**config.mk**
```make
export PLATFORM = sky130hd
export DESIGN_NAME = fma_postproc_sched
export DESIGN_NICKNAME = d
export VERILOG_FILES = /design/src/rtl/fma_postproc_sched.sv
export SDC_FILE = /design/constraint.sdc
export NUM_CORES = 1
export LEC_CHECK = 0
export BUFFER_PORTS_ARGS = -buffer_cell sky130_fd_sc_hd__buf_4
export CAP_MARGIN = 20
export CORE_MARGIN = 4
export CORE_UTILIZATION = 49
export CTS_CLUSTER_DIAMETER = 60
export DETAILED_ROUTE_END_ITERATION = 10
export PLACE_DENSITY_LB_ADDON = 0.3
export SLEW_MARGIN = 20
export SYNTH_ARGS = -nofsm -noshare
export SYNTH_HDL_FRONTEND = slang
export SYNTH_SLANG_ARGS = --single-unit
```
**constraint.sdc**
```tcl
create_clock -name clk_i -period 3 [get_ports clk_i]
set_input_delay 0.45 -clock clk_i [delete_from_list [all_inputs] [get_ports clk_i]]
set_output_delay 0.45 -clock clk_i [all_outputs]
set_load 0.02 [all_outputs]
```
**src/rtl/fma_postproc_sched.sv**
```systemverilog
// Scheduler for the shared FPU post-processor (normalize/round/format).
// Arbitrates FMA/CVT/DIV, drives datapath controls, tracks per-stage ops.
module fma_postproc_sched #(
    parameter  int PPLAT  = 2,
    parameter  int TAGW   = 5,
    parameter  int STARVE = 4,
    localparam int SW     = $clog2(STARVE + 1)
) (
    input  logic             clk_i,
    input  logic             reset_i,
    input  logic             FmaValid_i,
    output logic             FmaReady_o,
    input  logic [TAGW-1:0]  FmaTag_i,
    input  logic             CvtValid_i,
    output logic             CvtReady_o,
    input  logic [TAGW-1:0]  CvtTag_i,
    input  logic             DivValid_i,
    output logic             DivReady_o,
    input  logic [TAGW-1:0]  DivTag_i,
    input  logic             Flush_i,
    output logic [1:0]       PostSel_o,
    output logic [PPLAT-1:0] PostEn_o,
    output logic             ResValid_o,
    input  logic             ResReady_i,
    output logic [TAGW-1:0]  ResTag_o,
    output logic [1:0]       ResSrc_o,
    output logic             Busy_o,
    output logic [SW-1:0]    StarveCnt_o
);

    localparam logic [1:0] SRC_FMA  = 2'd0;
    localparam logic [1:0] SRC_CVT  = 2'd1;
    localparam logic [1:0] SRC_DIV  = 2'd2;
    localparam logic [1:0] SRC_NONE = 2'd3;

    logic [PPLAT-1:0] vld_q, vld_d;
    logic [TAGW-1:0]  tag_q [PPLAT];
    logic [TAGW-1:0]  tag_d [PPLAT];
    logic [1:0]       src_q [PPLAT];
    logic [1:0]       src_d [PPLAT];
    logic [SW-1:0]    starve_q, starve_d;

    logic            stall;
    logic            open;
    logic            cvt_pri;
    logic [1:0]      win;
    logic [1:0]      sel;
    logic [TAGW-1:0] acc_tag;

    assign stall   = vld_q[PPLAT-1] & ~ResReady_i;
    assign open    = ~stall & ~Flush_i & ~reset_i;
    assign cvt_pri = (starve_q == SW'(STARVE));

    // DIV always first; a starved CVT jumps ahead of the FMA
    always_comb begin
        win = SRC_NONE;
        if (DivValid_i)
            win = SRC_DIV;
        else if (cvt_pri && CvtValid_i)
            win = SRC_CVT;
        else if (FmaValid_i)
            win = SRC_FMA;
        else if (CvtValid_i)
            win = SRC_CVT;
    end

    always_comb begin
        sel     = open ? win : SRC_NONE;
        acc_tag = '0;
        unique case (sel)
            SRC_FMA: acc_tag = FmaTag_i;
            SRC_CVT: acc_tag = CvtTag_i;
            SRC_DIV: acc_tag = DivTag_i;
            default: acc_tag = '0;
        endcase
    end

    assign FmaReady_o = (sel == SRC_FMA);
    assign CvtReady_o = (sel == SRC_CVT);
    assign DivReady_o = (sel == SRC_DIV);
    assign PostSel_o  = sel;
    assign PostEn_o   = (reset_i || !stall) ? '1 : '0;

    always_comb begin
        vld_d = vld_q;
        tag_d = tag_q;
        src_d = src_q;
        if (Flush_i) begin
            vld_d = '0;
            for (int i = 0; i < PPLAT; i++) begin
                tag_d[i] = '0;
                src_d[i] = SRC_NONE;
            end
        end else if (!stall) begin
            for (int i = PPLAT - 1; i > 0; i--) begin
                vld_d[i] = vld_q[i-1];
                tag_d[i] = tag_q[i-1];
                src_d[i] = src_q[i-1];
            end
            vld_d[0] = (sel != SRC_NONE);
            tag_d[0] = acc_tag;
            src_d[0] = sel;
        end
    end

    always_comb begin
        starve_d = starve_q;
        if (Flush_i || !CvtValid_i || CvtReady_o)
            starve_d = '0;
        else if (!cvt_pri)
            starve_d = starve_q + SW'(1);
    end

    always_ff @(posedge clk_i) begin
        if (reset_i) begin
            vld_q    <= '0;
            starve_q <= '0;
            for (int i = 0; i < PPLAT; i++) begin
                tag_q[i] <= '0;
                src_q[i] <= SRC_NONE;
            end
        end else begin
            vld_q    <= vld_d;
            tag_q    <= tag_d;
            src_q    <= src_d;
            starve_q <= starve_d;
        end
    end

    assign ResValid_o  = vld_q[PPLAT-1];
    assign ResTag_o    = tag_q[PPLAT-1];
    assign ResSrc_o    = src_q[PPLAT-1];
    assign Busy_o      = |vld_q;
    assign StarveCnt_o = starve_q;

endmodule

```
# Word level (Yosys, flattened, before mapping)
# Index checks and enable logic that the tools add are counted.
# classes
mux,7
eq_ne,4
n_reduce_logical,10
add_sub_neg,1
bitwise_logic,7
# ops
operator,count
5-bit case mux with 3 select lines,1
2-bit two-way mux,6
2-bit OR reduction,3
1-bit inverter,4
3-bit by 1-bit adder with 3-bit output (second input constant),1
1-bit bitwise AND,3
3-bit == test (second input constant),1
1-bit logical OR,3
2-bit by 1-bit == test with 1-bit output (second input constant),1
2-bit == test (second input constant),1
1-bit logical NOT,2
2-bit logical NOT,1
2-bit inequality test (second input constant),1
1-bit logical AND,1
# word_totals
wordCells,35
out_inout_bits,19
reg_bits,19

# Longest topological paths before layout
# Gate-level depths: netlist (run 1).
# depth
word_depth,9
depth_mapped,6
depth_no_buf,6

# Least setup slack after synthesis (run 1)
# OpenSTA, ideal clock, no wires.
# synth_path
path_kind,register to output
from,"register starve_q[0], in the netlist StarveCnt_o[0]"
to,output FmaReady_o
required_ns,2.550
stages_incl_launch_ff,6
arrival_ns,1.384
slack_ns,1.166
path_cell_list,dfxtp_1 inv_1 ha_1 and3_4 o21ai_4 and3_2
# synth_between
elab_chain_cells,6
# synth_rtl
element,line,source
start: declaration,41,"logic [SW-1:0] starve_q, starve_d;"
start signal: assignment,126,starve_q <= starve_d;
3-bit == test,52,assign cvt_pri = (starve_q == SW'(STARVE));
1-bit logical AND,59,else if (cvt_pri && CvtValid_i)
2-bit two-way mux,59,
2-bit two-way mux,57,if (DivValid_i)
2-bit two-way mux,68,sel = open ? win : SRC_NONE;
2-bit logical NOT,78,assign FmaReady_o = (sel == SRC_FMA);
end: declaration,12,"output logic FmaReady_o,"
# No other way between the ends.

# Worst setup path in the final report (run 1)
# layout_path
from,register vld_q[1]
to,output CvtReady_o
# layout_between
elab_chain_cells,6
# layout_rtl
element,line,source
start: declaration,36,"logic [PPLAT-1:0] vld_q, vld_d;"
start signal: assignment,123,vld_q <= vld_d;
1-bit bitwise AND,50,assign stall = vld_q[PPLAT-1] & ~ResReady_i;
1-bit inverter,51,assign open = ~stall & ~Flush_i & ~reset_i;
1-bit bitwise AND (2 in series),51,
2-bit two-way mux,68,
2-bit by 1-bit == test with 1-bit output,79,assign CvtReady_o = (sel == SRC_CVT);
end: declaration,15,"output logic CvtReady_o,"
# No other way between the ends.

==> impl_metrics.toml, run 1 <==
[place]
gp_congestion = 0.770
placement.io_buffers = 40
post_dp_cell_area_um2 = 1200
hpwl_um = 1690

[setup_path]
end_kind = "output port"
critical_path_class = "flip-flop to output port"
cp.arrival_ns = 1.80
worstPathRequired_ns = 2.55
startpoint_type = "flip-flop"
crit_fanout = 12

[grt]
grt-ovfl-total = 0
antenna_found_initial = 0
grt_pass1_wl_um = 3230
grt_pass1_vias = 795
grt.total_usage = 0.162
grt_max_degree = 13

[clock_network]
clock-sinks = 19
ctsResizeCount = 0
clk_pin_slew_ns = 0.11
cts_buffers = 3
cts_hold_buffers = 0
htreeDepth = 1
cts-root-buf = "clkbuf_4"
cts_setup_buffers = 0
clk_latency_ns = 0.30
cts_buffer_depth = 2
cts_tree = "built"

[synth]
synthArstFlopShare = 0
ys.flop_type = "dfxtp_1"
ys_ff_latch = 19
yosys_warnings = 0
ys_types = 32
synth_area_um2 = 947
synth_edf_count = 0
synth_cells = 103
synth-seq-area-share = 0.402
syn_nets = 127
postSynthAreaPerCell_um2 = 9.20

[timing]
final.period_utilization = 0.750
min_period_ns = 2.25
setup_tns_ns = 0
slew_viol_final = 0
rsz0062_at_grt = "no"
finalSetupViolCount = 0
hold_viol = 0
slew_headroom = 0.551
worstMarginPinSlew_ns = 0.670
max_freq_ghz = 0.444
holdWs_ns = 0.423
skew_ns = 0.00613

[job]
maxCapViolCount = 0

[die]
start_util = 0.531
fp.coreArea_um2 = 1780
die_y_um = 52.0
die_w_um = 52.0
num_io_pins = 41
placementRows = 15
die_area_um2 = 2700

[power]
power_density_nw_per_um2 = 391
ir_worst_vdd_uv = 278
finalPower_uw = 480
total_leakage_power_nw = 0.518

[final_layout]
multi_input_area_um2 = 470
postLayoutCoreUtil = 0.688
nNetsFinal = 161
drive_gt1_frac = 0.449
fillers = 154
seq_area_um2 = 380
final_common_cell = "buf_4"
antenna-diode-count = 0
area_growth_pct = 29.6
stdcell_area_um2 = 1230
layout.cells.most_common_list = "40 x buf_4, 19 x dfxtp_1, 12 x nand2_1"

[detailed_routing]
drc_errors = 0
drt_wl_total_um = 2120
routedWlPerCell_um = 13.2
ant_nets = 0
drtIter0Drc = 8
drt_pass1_iterations = 2
vias = 838
vias_per_cell = 5.20

[status]
status = "finished, final reports clean"

[min_path]
hp-class = "input pin to flip-flop"
power breakdown:
part	leakage (nW)	total [mW]	internal, mW	switching (mW)
logic	0.349	0.0821	0.0424	0.0397
registers	0.155	0.265	0.261	0.00477
clock network	0.0139	0.133	0.0508	0.0821
worst paths after layout:
kind | start | to | slack [ns] | cells past startpoint
worst max-delay path | vld_q[1]$_SDFFE_PP0N_ | CvtReady_o | 0.75 | 5
worst min-delay path | DivTag_i[4] | tag_q[9]$_SDFFE_PP0N_ | 0.42 | 3
worst max register to register | StarveCnt_o[0]$_SDFFE_PP0P_ | tag_q[5]$_SDFFE_PP0N_ | 1.42 | 6
worst min register to register | tag_q[7]$_SDFFE_PP0N_ | tag_q[7]$_SDFFE_PP0N_ | 0.46 | 2
metal layers:
layer | share of wire | GRT usage | vias up
met5 | 0 | 0 | -
met4 | 0.012 | 0.0786 | 0
met3 | 0.052 | 0.0344 | 4
met2 | 0.52 | 0.291 | 16
met1 | 0.42 | 0.178 | 398
li1 | - | - | 420
worst max-delay path: stages (launching register included):
cell and delay [ns]:
dfxtp_1 0.34, nor2b_4 0.15, nor3_2 0.51, nand2_1 0.20, nor2_1 0.15, buf_4 0.15
kinds of logic (layout without fill, tap and decap cells):
kind of cell / after synthesis / after routing / share of synthesized area
and+or+nand+nor: 31 / 31 / 0.176
xor gates and xnor gates: 1 / 1 / 0.00925
buffers and inverters: 15 / 48 / 0.102
muxes: 1 / 1 / 0.0106
AOI/OAI and AO/OA: 34 / 34 / 0.275
adders and majority gates: 2 / 2 / 0.0264
DFF: 19 / 19 / 0.402
synthesized netlist by cell type (2+ instances only):
cell / instances / area [um2]
inv_1: 4 / 15.0
nand3_1: 2 / 10.0
a22o_1: 5 / 43.8
a21oi_1: 5 / 25.0
a31o_2: 4 / 35.0
o22a_1: 2 / 17.5
buf_4: 8 / 60.1
o21ai_0: 9 / 45.0
buf_2: 2 / 10.0
dfxtp_1: 19 / 380
nand2b_1: 2 / 12.5
nor3_2: 2 / 20.0
nand2_1: 12 / 45.0
nor2_1: 6 / 22.5
ha_1: 2 / 25.0
o21a_1: 3 / 22.5
stage by stage:
step                      setup WS [ns]  cells
after floorplan                    1.17    103
after global placement            0.953    157
after detailed placement          0.915    157
after CTS                         0.736    161
after global routing              0.601    161
final                             0.749    161
state kept, by name, indices dropped and copies added (netlist names):
register	count
ResTag_o	5
tag_q	5
StarveCnt_o	3
ResSrc_o	2
src_q	2
vld_q	2
final cells by class:
type | count | area share
Timing Repair Buffer | 40 | 0.245
Clock buffer | 3 | 0.0183
Clock inverter | 1 | 0.00612
Inverter | 4 | 0.0122
Multi-Input combinational cell | 69 | 0.383
Tap cell | 25 | 0.0255
Sequential cell | 19 | 0.310
(Power assumes the default switching activity.)
==> run 2, diff against run 1 <==
--- a/config.mk
+++ b/config.mk
@@ -7,8 +7,9 @@
 export LEC_CHECK = 0
 export BUFFER_PORTS_ARGS = -buffer_cell sky130_fd_sc_hd__buf_4
 export CAP_MARGIN = 20
+export CORE_ASPECT_RATIO = 0.6
 export CORE_MARGIN = 4
-export CORE_UTILIZATION = 49
+export CORE_UTILIZATION = 41
 export CTS_CLUSTER_DIAMETER = 60
 export DETAILED_ROUTE_END_ITERATION = 10
 export PLACE_DENSITY_LB_ADDON = 0.3
==> constraint.sdc (replaced) <==
create_clock -name clk_i -period 2 [get_ports clk_i]
set_input_delay 0.3 -clock clk_i [delete_from_list [all_inputs] [get_ports clk_i]]
set_output_delay 0.3 -clock clk_i [all_outputs]
set_load 0.02 [all_outputs]
==> impl_metrics.toml, run 2 (same netlist as run 1, synthesis figures left out) <==
[grt]
antenna_found_initial = 0
grt_pass1_wl_um = 3530
grt.total_usage = 0.147
grt_max_degree = 12
grt_pass1_vias = 786
grt-ovfl-total = 0

[timing]
finalSetupViolCount = 0
final.period_utilization = 0.948
max_freq_ghz = 0.528
hold_viol = 0
slew_viol_final = 0
worstMarginPinSlew_ns = 0.399
setup_tns_ns = 0
skew_ns = 0.00574
min_period_ns = 1.90
rsz0062_at_grt = "no"
timing.final.ws_setup_ns = 0.104
slew_headroom = 0.733

[die]
fp.coreArea_um2 = 2180
start_util = 0.435
num_io_pins = 41
die_y_um = 45.2
placementRows = 13
die_area_um2 = 3170
die_w_um = 70.1

[final_layout]
area_growth_pct = 34.3
fillers = 203
fin_cells = 168
drive_gt1_frac = 0.486
nNetsFinal = 163
antenna-diode-count = 0
layout.cells.most_common_list = "42 x buf_4, 17 x dfxtp_1, 11 x nand2_1"
final_common_cell = "buf_4"
postLayoutCoreUtil = 0.584
stdcell_area_um2 = 1270

[job]
maxCapViolCount = 0

[detailed_routing]
drtIter0Drc = 61
ant_nets = 0
drt_wl_total_um = 2210
vias = 836
vias_per_cell = 4.98
drc_errors = 0
drt_pass1_iterations = 4
routedWlPerCell_um = 13.2

[place]
place_ws_ns = 0.312
gp_congestion = 0.776
dp_cells = 163
placement.io_buffers = 40
post_dp_cell_area_um2 = 1210
hpwl_um = 1770

[clock_network]
cts-root-buf = "clkbuf_8"
clk_latency_ns = 0.26
htreeDepth = 1
cts_buffers = 3
clock-sinks = 19
cts_buffer_depth = 2
cts_hold_buffers = 0
cts_tree = "built"
clk_pin_slew_ns = 0.07

[status]
status = "finished, final reports clean"

[power]
power_density_nw_per_um2 = 619
ir_worst_vdd_uv = 352
total_leakage_power_nw = 0.540

[setup_path]
crit_fanout = 5
end_kind = "output port"
path_cells = "inv_1 > ha_2 > and3_4 > o21ai_4 > and3_2 > buf_4"
startpoint_type = "flip-flop"
cp.arrival_ns = 1.60
worstPathRequired_ns = 1.70
slowest_delay_ns = 0.36
critical_path_class = "flip-flop to output port"
slowest_stage = "dfxtp_2"

[min_path]
hp-class = "input pin to flip-flop"
-- run 2: final cells by class --
| type | instances | area (um2) | area share |
|---|---|---|---|
| multi-input cells | 69 | 475 | 0.374 |
| clock buffers | 3 | 41.3 | 0.0324 |
| well taps | 30 | 37.5 | 0.0295 |
| clock inverters | 1 | 5.00 | 0.00393 |
| flip-flops and latches | 19 | 383 | 0.301 |
| inverters | 4 | 15.0 | 0.0118 |
| repair buffers | 42 | 315 | 0.248 |
-- run 2: layer usage --
layer	vias up	GRT usage	part of all wire	wire (um)
met2	32	0.233	0.45	1010
met5	-	0	0	0
met1	370	0.171	0.43	957
li1	425	-	-	-
met3	9	0.0689	0.085	189
met4	0	0.0725	0.027	59
-- run 2: power breakdown --
part	total [mW]	switching [mW]	internal (mW)
sequential	0.398	0.00718	0.391
clock	0.261	0.122	0.138
combinational	0.128	0.0617	0.0662
total	0.787	0.191	0.596
-- run 2: timing repair --
item,in CTS,in global routing
setup buffers,0,1
resized for setup,0,4
endpoints found under the setup margin,0,2
-- run 2: path summary, 6_finish.rpt --
path	startpoint	endpoint	slack [ns]	depth (start not counted)
max	StarveCnt_o[0]$_SDFFE_PP0P_	FmaReady_o	0.10	6
min	DivTag_i[0]	tag_q[5]$_SDFFE_PP0N_	0.32	3
max reg2reg	StarveCnt_o[0]$_SDFFE_PP0P_	StarveCnt_o[2]$_SDFFE_PP0P_	0.39	7
min reg2reg	tag_q[5]$_SDFFE_PP0N_	tag_q[5]$_SDFFE_PP0N_	0.46	2
-- run 2: worst max-delay path, delay by kind of cell (launching register included) --
kind / cells / cell delay [ns]
adder cells (fa/ha/maj): 1 / 0.20
AND/OR/NAND/NOR: 2 / 0.39
flip-flops: 1 / 0.36
AO/OA/AOI/OAI: 1 / 0.20
buffers and inverters: 2 / 0.19
-- run 2: stage by stage --
stage | hold WS (ns) | power, mW
floorplan | 0.425 | 0.474
global placement | 0.439 | 0.529
detailed placement | 0.444 | 0.532
CTS | 0.317 | 0.794
global route | 0.318 | 0.831
finish | 0.316 | 0.787
==> run 3, diff against run 2 <==
--- a/config.mk
+++ b/config.mk
@@ -13,6 +13,7 @@
 export CTS_CLUSTER_DIAMETER = 60
 export DETAILED_ROUTE_END_ITERATION = 10
 export PLACE_DENSITY_LB_ADDON = 0.3
+export RECOVER_POWER = 50
 export SLEW_MARGIN = 20
 export SYNTH_ARGS = -nofsm -noshare
 export SYNTH_HDL_FRONTEND = slang
==> impl_metrics.toml, run 3 (same netlist as run 1, synthesis figures left out) <==
[final_layout]
area_growth_pct = 30.8
antenna-diode-count = 0
fin_cells = 168
postLayoutCoreUtil = 0.568
stdcell_area_um2 = 1240
drive_gt1_frac = 0.420
nNetsFinal = 163
final_common_cell = "buf_4"
layout.cells.most_common_list = "33 x buf_4, 17 x dfxtp_1, 11 x nand2_1"

[timing]
finalSetupViolCount = 0
min_period_ns = 1.90
rsz0062_at_grt = "no"
timing.final.ws_setup_ns = 0.103
final.period_utilization = 0.949
hold_viol = 0
holdWs_ns = 0.316
skew_ns = 0.00531
worstMarginPinSlew_ns = 0.514
slew_viol_final = 0
max_freq_ghz = 0.527
slew_headroom = 0.657
setup_tns_ns = 0

[setup_path]
r2r-start = "StarveCnt_o[0]$_SDFFE_PP0P_"
crit_start = "StarveCnt_o[0]$_SDFFE_PP0P_"
startpoint_type = "flip-flop"
crit_fanout = 5
cp_top_family = "simple AND/OR/NAND/NOR gates"
cp.arrival_ns = 1.60
path_cells = "inv_1 > ha_2 > and3_4 > o21ai_4 > and3_2 > buf_4"
end_kind = "output port"
path_buf_inv = 2
critical_path_class = "flip-flop to output port"
slowest_delay_ns = 0.36
worstPathRequired_ns = 1.70
slowest_stage = "dfxtp_2"

[grt]
antenna_found_initial = 0
grt_pass1_vias = 786
grt_max_degree = 12
grt-ovfl-total = 0
grt_pass1_wl_um = 3530
grt.total_usage = 0.147

[clock_network]
clk_latency_ns = 0.26
clock-sinks = 19
cts-root-buf = "clkbuf_8"
cts_buffer_depth = 2
clk_pin_slew_ns = 0.07
htreeDepth = 1
cts_hold_buffers = 0
cts_buffers = 3
cts_tree = "built"

[detailed_routing]
drtIter0Drc = 61
drt_wl_total_um = 2220
drt-met1-wl_um = 981
drc_errors = 0
wl_met2_um = 1010
wl_met3_um = 167
vias_per_cell = 5.00
ant_nets = 0
drt_pass1_iterations = 4
vias = 840
top_layer = "met4"
routedWlPerCell_um = 13.2

[place]
placement.io_buffers = 40
gp_congestion = 0.776
hpwl_um = 1770
dp_cells = 163
post_dp_cell_area_um2 = 1210
place_ws_ns = 0.312

[die]
fp.coreArea_um2 = 2180
placementRows = 13
die_area_um2 = 3170
num_io_pins = 41
start_util = 0.435
die_w_um = 70.1
die_y_um = 45.2

[job]
maxCapViolCount = 0

[power]
power_density_nw_per_um2 = 634
finalPower_uw = 785
total_leakage_power_nw = 0.503
ir_worst_vdd_uv = 354

[status]
status = "finished, final reports clean"

[min_path]
min-delay-start = "DivTag_i[0]"
hp-class = "input pin to flip-flop"
run 3: cell types whose count changed in the layout (fill, tap and decap cells not counted), sizes merged:
| cell | change |
|---|---|
| clkbuf | +9 |
| buf | -9 |
run 3: repair_timing:
action / 4_1_cts / 5_1_grt
endpoints found under the setup margin: 0 / 2
resized for setup: 0 / 4
setup buffers: 0 / 1
run 3: worst register-to-register path, stage by stage (launching register included):
cell and delay (ns):
dfxtp_2 0.34, inv_1 0.06, ha_2 0.21, and3_4 0.21, o21ai_4 0.08, buf_4 0.15, o311ai_2 0.36, nor2_1 0.09
run 3: final timing paths:
path,endpoint,slack [ns],depth (start not counted)
worst max-delay path,FmaReady_o,0.10,6
worst max register to register,StarveCnt_o[0]$_SDFFE_PP0P_,0.38,7
worst min-delay path,tag_q[5]$_SDFFE_PP0N_,0.32,3
worst min register to register,tag_q[5]$_SDFFE_PP0N_,0.46,2
run 3: final cells by class:
class,count,area (um2)
Clock inverter,1,5.00
Inverter,4,15.0
Clock buffer,3,41.3
Timing Repair Buffer,42,282
Tap cell,30,37.5
Sequential cell,19,383
Multi-Input combinational cell,69,475
Fill cell,211,941
run 3: metal layers:
| metal | track usage | vias up |
|---|---|---|
| met5 | 0 | - |
| met4 | 0.0725 | 0 |
| met3 | 0.0689 | 9 |
| met2 | 0.233 | 28 |
| met1 | 0.171 | 378 |
| li1 | - | 425 |
run 3: where the power goes:
part	internal (mW)	total, mW	switching, mW
Clock	0.138	0.262	0.123
Sequential	0.391	0.398	0.00714
Combinational	0.0635	0.125	0.0616
Total	0.593	0.785	0.192
